$ cat config.mk
export PLATFORM = sky130hd
export DESIGN_NAME = dsa_job_ctrl
export DESIGN_NICKNAME = d
export VERILOG_FILES = /design/src/rtl/dsa_pkg.sv /design/src/rtl/dsa_cfg_check.sv /design/src/rtl/dsa_job_ctrl.sv
export SDC_FILE = /design/constraint.sdc
export NUM_CORES = 2
export LEC_CHECK = 0
export ABC_AREA = 1
export BUFFER_PORTS_ARGS = -buffer_cell sky130_fd_sc_hd__buf_2
export CORE_AREA = 3 3 344 346
export DETAILED_ROUTE_END_ITERATION = 8
export DIE_AREA = 0 0 347 349
export GPL_TIMING_DRIVEN = 1
export PLACE_DENSITY = 0.59
export RECOVER_POWER = 25
export SYNTH_ARGS = -nofsm -noshare
export SYNTH_HDL_FRONTEND = slang
export SYNTH_SLANG_ARGS = --single-unit
$ cat constraint.sdc
create_clock -name clk_50 -period 8.3 [get_ports clk_50]
set_input_delay 0.415 -clock clk_50 [delete_from_list [all_inputs] [get_ports clk_50]]
set_output_delay 0.415 -clock clk_50 [all_outputs]
set_load 0.02 [all_outputs]
$ cat src/rtl/dsa_pkg.sv
// Shared types and constants for the DSA job controller.
package dsa_pkg;

  typedef enum logic [2:0] {
    IDLE,
    CHECK,
    VALID,
    LAUNCH,
    WAIT_BUSY,
    RUN,
    ABORT
  } state_e;

  typedef enum logic [1:0] {
    ERR_NONE = 2'd0,
    ERR_DIM  = 2'd1,
    ERR_OVF  = 2'd2,
    ERR_TMO  = 2'd3
  } err_e;

  // Cycles the core gets to raise busy after a launch before the job is aborted.
  localparam int WAIT_BUSY_LIMIT = 8;

endpackage

$ cat src/rtl/dsa_cfg_check.sv
// Configuration checker: registers the scaled output size during CHECK and
// classifies the shadowed job configuration while the controller is in VALID.
module dsa_cfg_check
  import dsa_pkg::*;
#(
  parameter int AW      = 12,
  parameter int MAX_DIM = 64
) (
  input  logic        clk_50,
  input  logic        rst_n,
  input  logic        load,
  input  logic [15:0] in_w,
  input  logic [15:0] in_h,
  input  logic [15:0] scale_q88,
  output err_e        err
);

  localparam logic [15:0] MAX_D    = 16'(MAX_DIM);
  localparam logic [47:0] MAX_AREA = 48'd1 << AW;

  logic [23:0] out_w;
  logic [23:0] out_h;
  logic [47:0] area;

  // NOTE: sequential state is assigned with <= so every flop samples the pre-edge values.
  always_ff @(posedge clk_50 or negedge rst_n) begin
    if (!rst_n) begin
      out_w <= '0;
      out_h <= '0;
    end else if (load) begin
      out_w <= 24'(({16'd0, in_w} * {16'd0, scale_q88}) >> 8);
      out_h <= 24'(({16'd0, in_h} * {16'd0, scale_q88}) >> 8);
    end
  end

  assign area = {24'd0, out_w} * {24'd0, out_h};

  // NOTE: err gets its default first so no path through this block can infer a latch.
  always_comb begin
    err = ERR_NONE;
    if (in_w < 16'd2 || in_w > MAX_D || in_h < 16'd2 || in_h > MAX_D || scale_q88 == '0)
      err = ERR_DIM;
    else if (out_w == '0 || out_h == '0 || area > MAX_AREA)
      err = ERR_OVF;
  end

endmodule

$ cat src/rtl/dsa_job_ctrl.sv
// Job controller for the bilinear core: shadows and validates the configuration,
// launches the core, supervises it with a watchdog and gates JTAG image writes.
module dsa_job_ctrl
  import dsa_pkg::*;
#(
  parameter int AW      = 12,
  parameter int MAX_DIM = 64,
  parameter int WDOG_W  = 24
) (
  input  logic        clk_50,
  input  logic        rst_n,
  input  logic        req_jtag,
  input  logic        req_sw,
  input  logic [15:0] cfg_in_w,
  input  logic [15:0] cfg_in_h,
  input  logic [15:0] cfg_scale_q88,
  output logic [15:0] core_in_w,
  output logic [15:0] core_in_h,
  output logic [15:0] core_scale_q88,
  output logic        core_start,
  output logic        core_srst,
  input  logic        core_busy,
  input  logic        core_done,
  input  logic        jtag_we_in,
  output logic        jtag_we_gated,
  output logic        st_busy,
  output logic        st_done,
  output logic [1:0]  st_err,
  output logic        pend_ovf,
  output logic [31:0] cycle_count,
  output logic [15:0] job_count,
  output logic [7:0]  wr_drop_cnt
);

  localparam logic [WDOG_W-1:0] WB_LAST   = WDOG_W'(WAIT_BUSY_LIMIT - 1);
  localparam logic [WDOG_W-1:0] WDOG_LAST = {{(WDOG_W-1){1'b1}}, 1'b0};

  state_e            state, state_nx;
  err_e              chk_err, st_err_q;
  logic              req, pend, take;
  logic [WDOG_W-1:0] wdog;

  assign req  = req_jtag | req_sw;
  assign take = (state == IDLE) && (req || pend);

  dsa_cfg_check #(.AW(AW), .MAX_DIM(MAX_DIM)) u_check (
    .clk_50    (clk_50),
    .rst_n     (rst_n),
    .load      (state == CHECK),
    .in_w      (core_in_w),
    .in_h      (core_in_h),
    .scale_q88 (core_scale_q88),
    .err       (chk_err)
  );

  // wdog counts cycles spent in the current state; it serves WAIT_BUSY, RUN and ABORT.
  always_comb begin
    state_nx = state;
    unique case (state)
      IDLE:      if (take) state_nx = CHECK;
      CHECK:     state_nx = VALID;
      VALID:     state_nx = (chk_err == ERR_NONE) ? LAUNCH : IDLE;
      LAUNCH:    state_nx = WAIT_BUSY;
      WAIT_BUSY: if (core_busy) state_nx = RUN;
                 else if (wdog == WB_LAST) state_nx = ABORT;
      RUN:       if (core_done) state_nx = IDLE;
                 else if (wdog == WDOG_LAST) state_nx = ABORT;
      ABORT:     if (wdog[0]) state_nx = IDLE;
      default:   state_nx = IDLE;
    endcase
  end

  always_ff @(posedge clk_50 or negedge rst_n) begin
    if (!rst_n) begin
      state <= IDLE;
      wdog  <= '0;
    end else begin
      state <= state_nx;
      if (state_nx != state)  wdog <= '0;
      else if (state != IDLE) wdog <= wdog + 1'b1;
    end
  end

  always_ff @(posedge clk_50 or negedge rst_n) begin
    if (!rst_n) begin
      core_in_w      <= '0;
      core_in_h      <= '0;
      core_scale_q88 <= '0;
      core_start     <= 1'b0;
      st_done        <= 1'b0;
      st_err_q       <= ERR_NONE;
      pend           <= 1'b0;
      pend_ovf       <= 1'b0;
      job_count      <= '0;
    end else begin
      core_start <= (state == VALID) && (chk_err == ERR_NONE);
      if (take) begin
        core_in_w      <= cfg_in_w;
        core_in_h      <= cfg_in_h;
        core_scale_q88 <= cfg_scale_q88;
        st_done        <= 1'b0;
        st_err_q       <= ERR_NONE;
        pend           <= 1'b0;
      end else if (req && state != IDLE) begin
        if (pend) pend_ovf <= 1'b1;
        else      pend     <= 1'b1;
      end
      if (state == VALID) st_err_q <= chk_err;
      if (state_nx == ABORT && state != ABORT) st_err_q <= ERR_TMO;
      if (state == RUN && core_done) begin
        st_done   <= 1'b1;
        job_count <= job_count + 1'b1;
      end
    end
  end

  always_ff @(posedge clk_50 or negedge rst_n) begin
    if (!rst_n) begin
      cycle_count <= '0;
      wr_drop_cnt <= '0;
    end else begin
      // LAUNCH restarts the count and is itself the first counted cycle.
      if (state == LAUNCH) cycle_count <= 32'd1;
      else if (state == WAIT_BUSY || state == RUN) cycle_count <= cycle_count + 1'b1;
      if (jtag_we_in && state != IDLE && wr_drop_cnt != 8'hFF)
        wr_drop_cnt <= wr_drop_cnt + 1'b1;
    end
  end

  assign st_err        = st_err_q;
  assign st_busy       = (state != IDLE);
  assign core_srst     = (state == ABORT);
  assign jtag_we_gated = jtag_we_in && (state == IDLE);

endmodule

==> impl_metrics.ini <==
[setup_path]
path_max_fanout = 22
cp-end-kind = flop
critical_path_class = flop to flop
crit_buf_inv = 7
cpPeakStageDelay_ns = 0.98
cp-start-kind = flop
worst_ep_arrival_time_ns = 8.27
required_ns = 8.70
path_common_cell = fa_1
cpLargestDelayFamily = adder cells
cp_slowest_cell = dfrtp_1

[floorplanning]
die_x_um = 347
start_util = 0.398
core_area_um2 = 116000
die_h_um = 349
rows = 125
pin_count = 167
die_area_um2 = 121000

[global_route]
grt_antenna_before_repair = 0
overflow = 0
grt_max_degree = 86
grt_pass1_vias = 39500
grtUsageTotal = 0.218
grt_pass1_wl_um = 211000

[route]
first_iter_violations = 2185
first_pass_iters = 5
viasPerCell = 4.83
wire_per_inst_um = 16.5
ant_nets = 0
drt_wl_total_um = 127000
drcViolationCount = 0
vias = 37200

[cells_and_area]
nFillCells = 12000
area_growth_pct = 6.88
diodes = 0
layout.nets = 7462
final_cell_mix = 1772 x nand2_1, 1705 x inv_1, 868 x fa_1, 381 x ha_1, 240 x nor2_1
layout_commonest_cell = nand2_1
layout-drive-gt1-share = 0.0556

[timing]
setup_slack_ns = 0.423
tightest_slew_ns = 3.91
hold_viol_final = 0
maxSlewHeadroom = -1.61
skew_ns = 0.0232
fmax_mhz = 127
tns_ns = 0
rsz0062_at_grt = no
slew_viol_final = 74
fin_crit_ns = 7.88
setup_viol = 0
min_period_over_period = 0.949

[clock_tree]
cts_buffers = 17
cts_tree = yes
cts_sinks = 185
post_cts_buffers = 0
clk-insertion-delay-late_ns = 0.50
htree_levels = 4
clkTransAtPathRegs_ns = 0.08
clk_path_buf_depth = 2
ctsRootBufferMaster = clkbuf_16

[synthesis]
syn_area_um2 = 46100
syn_inst = 6140
syn_nets = 7444
seq_area_frac_synth = 0.100
synth_warnings = 0
avgSynthCellArea_um2 = 7.51
synth_cell_types = 53
synth_seq_cells = 185

[run]
maxCapViolations = 1

[status]
violations = max-capacitance violations, max-slew violations
status = finished, violations left

[placed_design]
io_buffer_count = 166
place.gp.congestion = 0.916
hpwl_um = 104000
pre_cts_slack_ns = 0.399

[hold_path]
hp-class = primary input to flop
[layer usage]
| metal | wire length [um] | GRT usage |
|---|---|---|
| met1 | 55600 | 0.289 |
| met2 | 60800 | 0.374 |
| met3 | 7060 | 0.0285 |
| met4 | 3660 | 0.0637 |
| met5 | 0 | 0 |
[Yosys cell counts (all sizes together)]
cell / n / area (um2)
a2111oi: 2 / 17.5
a211oi: 1 / 7.51
a21boi: 11 / 82.6
a21o: 5 / 37.5
a21oi: 118 / 594
a22o: 1 / 8.76
a22oi: 3 / 22.5
a2bb2oi: 1 / 8.76
a31oi: 9 / 56.3
and2: 3 / 18.8
buf: 30 / 148
clkbuf: 265 / 995
clkinv: 1 / 3.75
dfrtp: 185 / 4630
fa: 868 / 17400
ha: 381 / 4770
inv: 1709 / 6410
mux2: 2 / 22.5
mux2i: 6 / 60.1
nand2: 1785 / 6740
nand3: 123 / 641
nand3b: 4 / 30.0
nand4: 41 / 257
nor2: 267 / 1070
nor3: 43 / 230
nor3b: 7 / 52.6
nor4: 20 / 125
nor4b: 1 / 8.76
o2111ai: 2 / 17.5
o211ai: 2 / 15.0
o21a: 4 / 30.0
o21ai: 112 / 561
o21bai: 16 / 120
o221ai: 1 / 8.76
o22ai: 2 / 12.5
o31ai: 5 / 37.5
or2: 11 / 68.8
or4: 1 / 7.51
xnor2: 37 / 324
xor2: 55 / 489
[logic make-up after synthesis]
kind of cell	count (synthesis)	share of synthesized area
AOI/OAI and AO/OA	295	0.0355
adders and majority gates	1249	0.480
xor gates and xnor gates	92	0.0176
buffers and inverters	2005	0.164
DFF	185	0.100
and+or+nand+nor	2306	0.200
muxes	8	0.00179
[metrics by stage]
stage	util	area, um2	cells	hold slack (ns)
6_report	0.426	49300	7694	0.104
5_1_grt	0.426	49300	7694	0.0940
4_1_cts	0.426	49400	7694	0.0701
3_5_place_dp	0.421	48700	7662	0.458
3_3_place_gp	0.421	48700	7662	0.450
2_1_floorplan	-	46100	6140	0.119
[flip-flops by register name, indices dropped and copies added, names as in the netlist, 2 cells and up]
name,flops
core_in_h,16
wr_drop_cnt,8
core_in_w,16
u_check.out_w,24
core_scale_q88,16
st_err,2
state,3
job_count,16
u_check.out_h,24
wdog,24
cycle_count,32
[area by class of cell]
| class | instances | area [um2] | share of cell area |
|---|---|---|---|
| clock inverters | 14 | 178 | 0.00361 |
| repair buffers | 294 | 1790 | 0.0364 |
| clock buffers | 17 | 425 | 0.00863 |
| multi-input cells | 3950 | 33900 | 0.688 |
| well taps | 1524 | 1910 | 0.0387 |
| flip-flops and latches | 185 | 4630 | 0.0940 |
| inverters | 1710 | 6420 | 0.130 |
[worst min-delay path, stage by stage]
cell and delay, ns:
buf_2 0.07, nand2_1 0.04, nand2_1 0.04
[repair_timing]
action                                  4_1_cts  5_1_grt
gates resized for setup                       0        2
hold endpoints to repair                     71        0
endpoints found under the setup margin        0       23
hold buffers                                  1        0
[path summary, 6_finish.rpt]
check	to	from	cells past startpoint	slack, ns
worst min-delay path	core_scale_q88[11]	cfg_scale_q88[11]	3	0.10
min in group asynchronous	wr_drop_cnt[1]	rst_n	2	1.81
worst max-delay path	wdog[21]	u_check.out_w[8]	34	0.42
worst max register to register	wdog[21]	u_check.out_w[8]	34	0.42
max in group asynchronous	u_check.out_h[10]	rst_n	3	4.11
worst min register to register	job_count[15]	job_count[15]	1	0.47
Power is not shown: default switching activity piles up to over one toggle a cycle in this logic, so the estimate is an artifact.
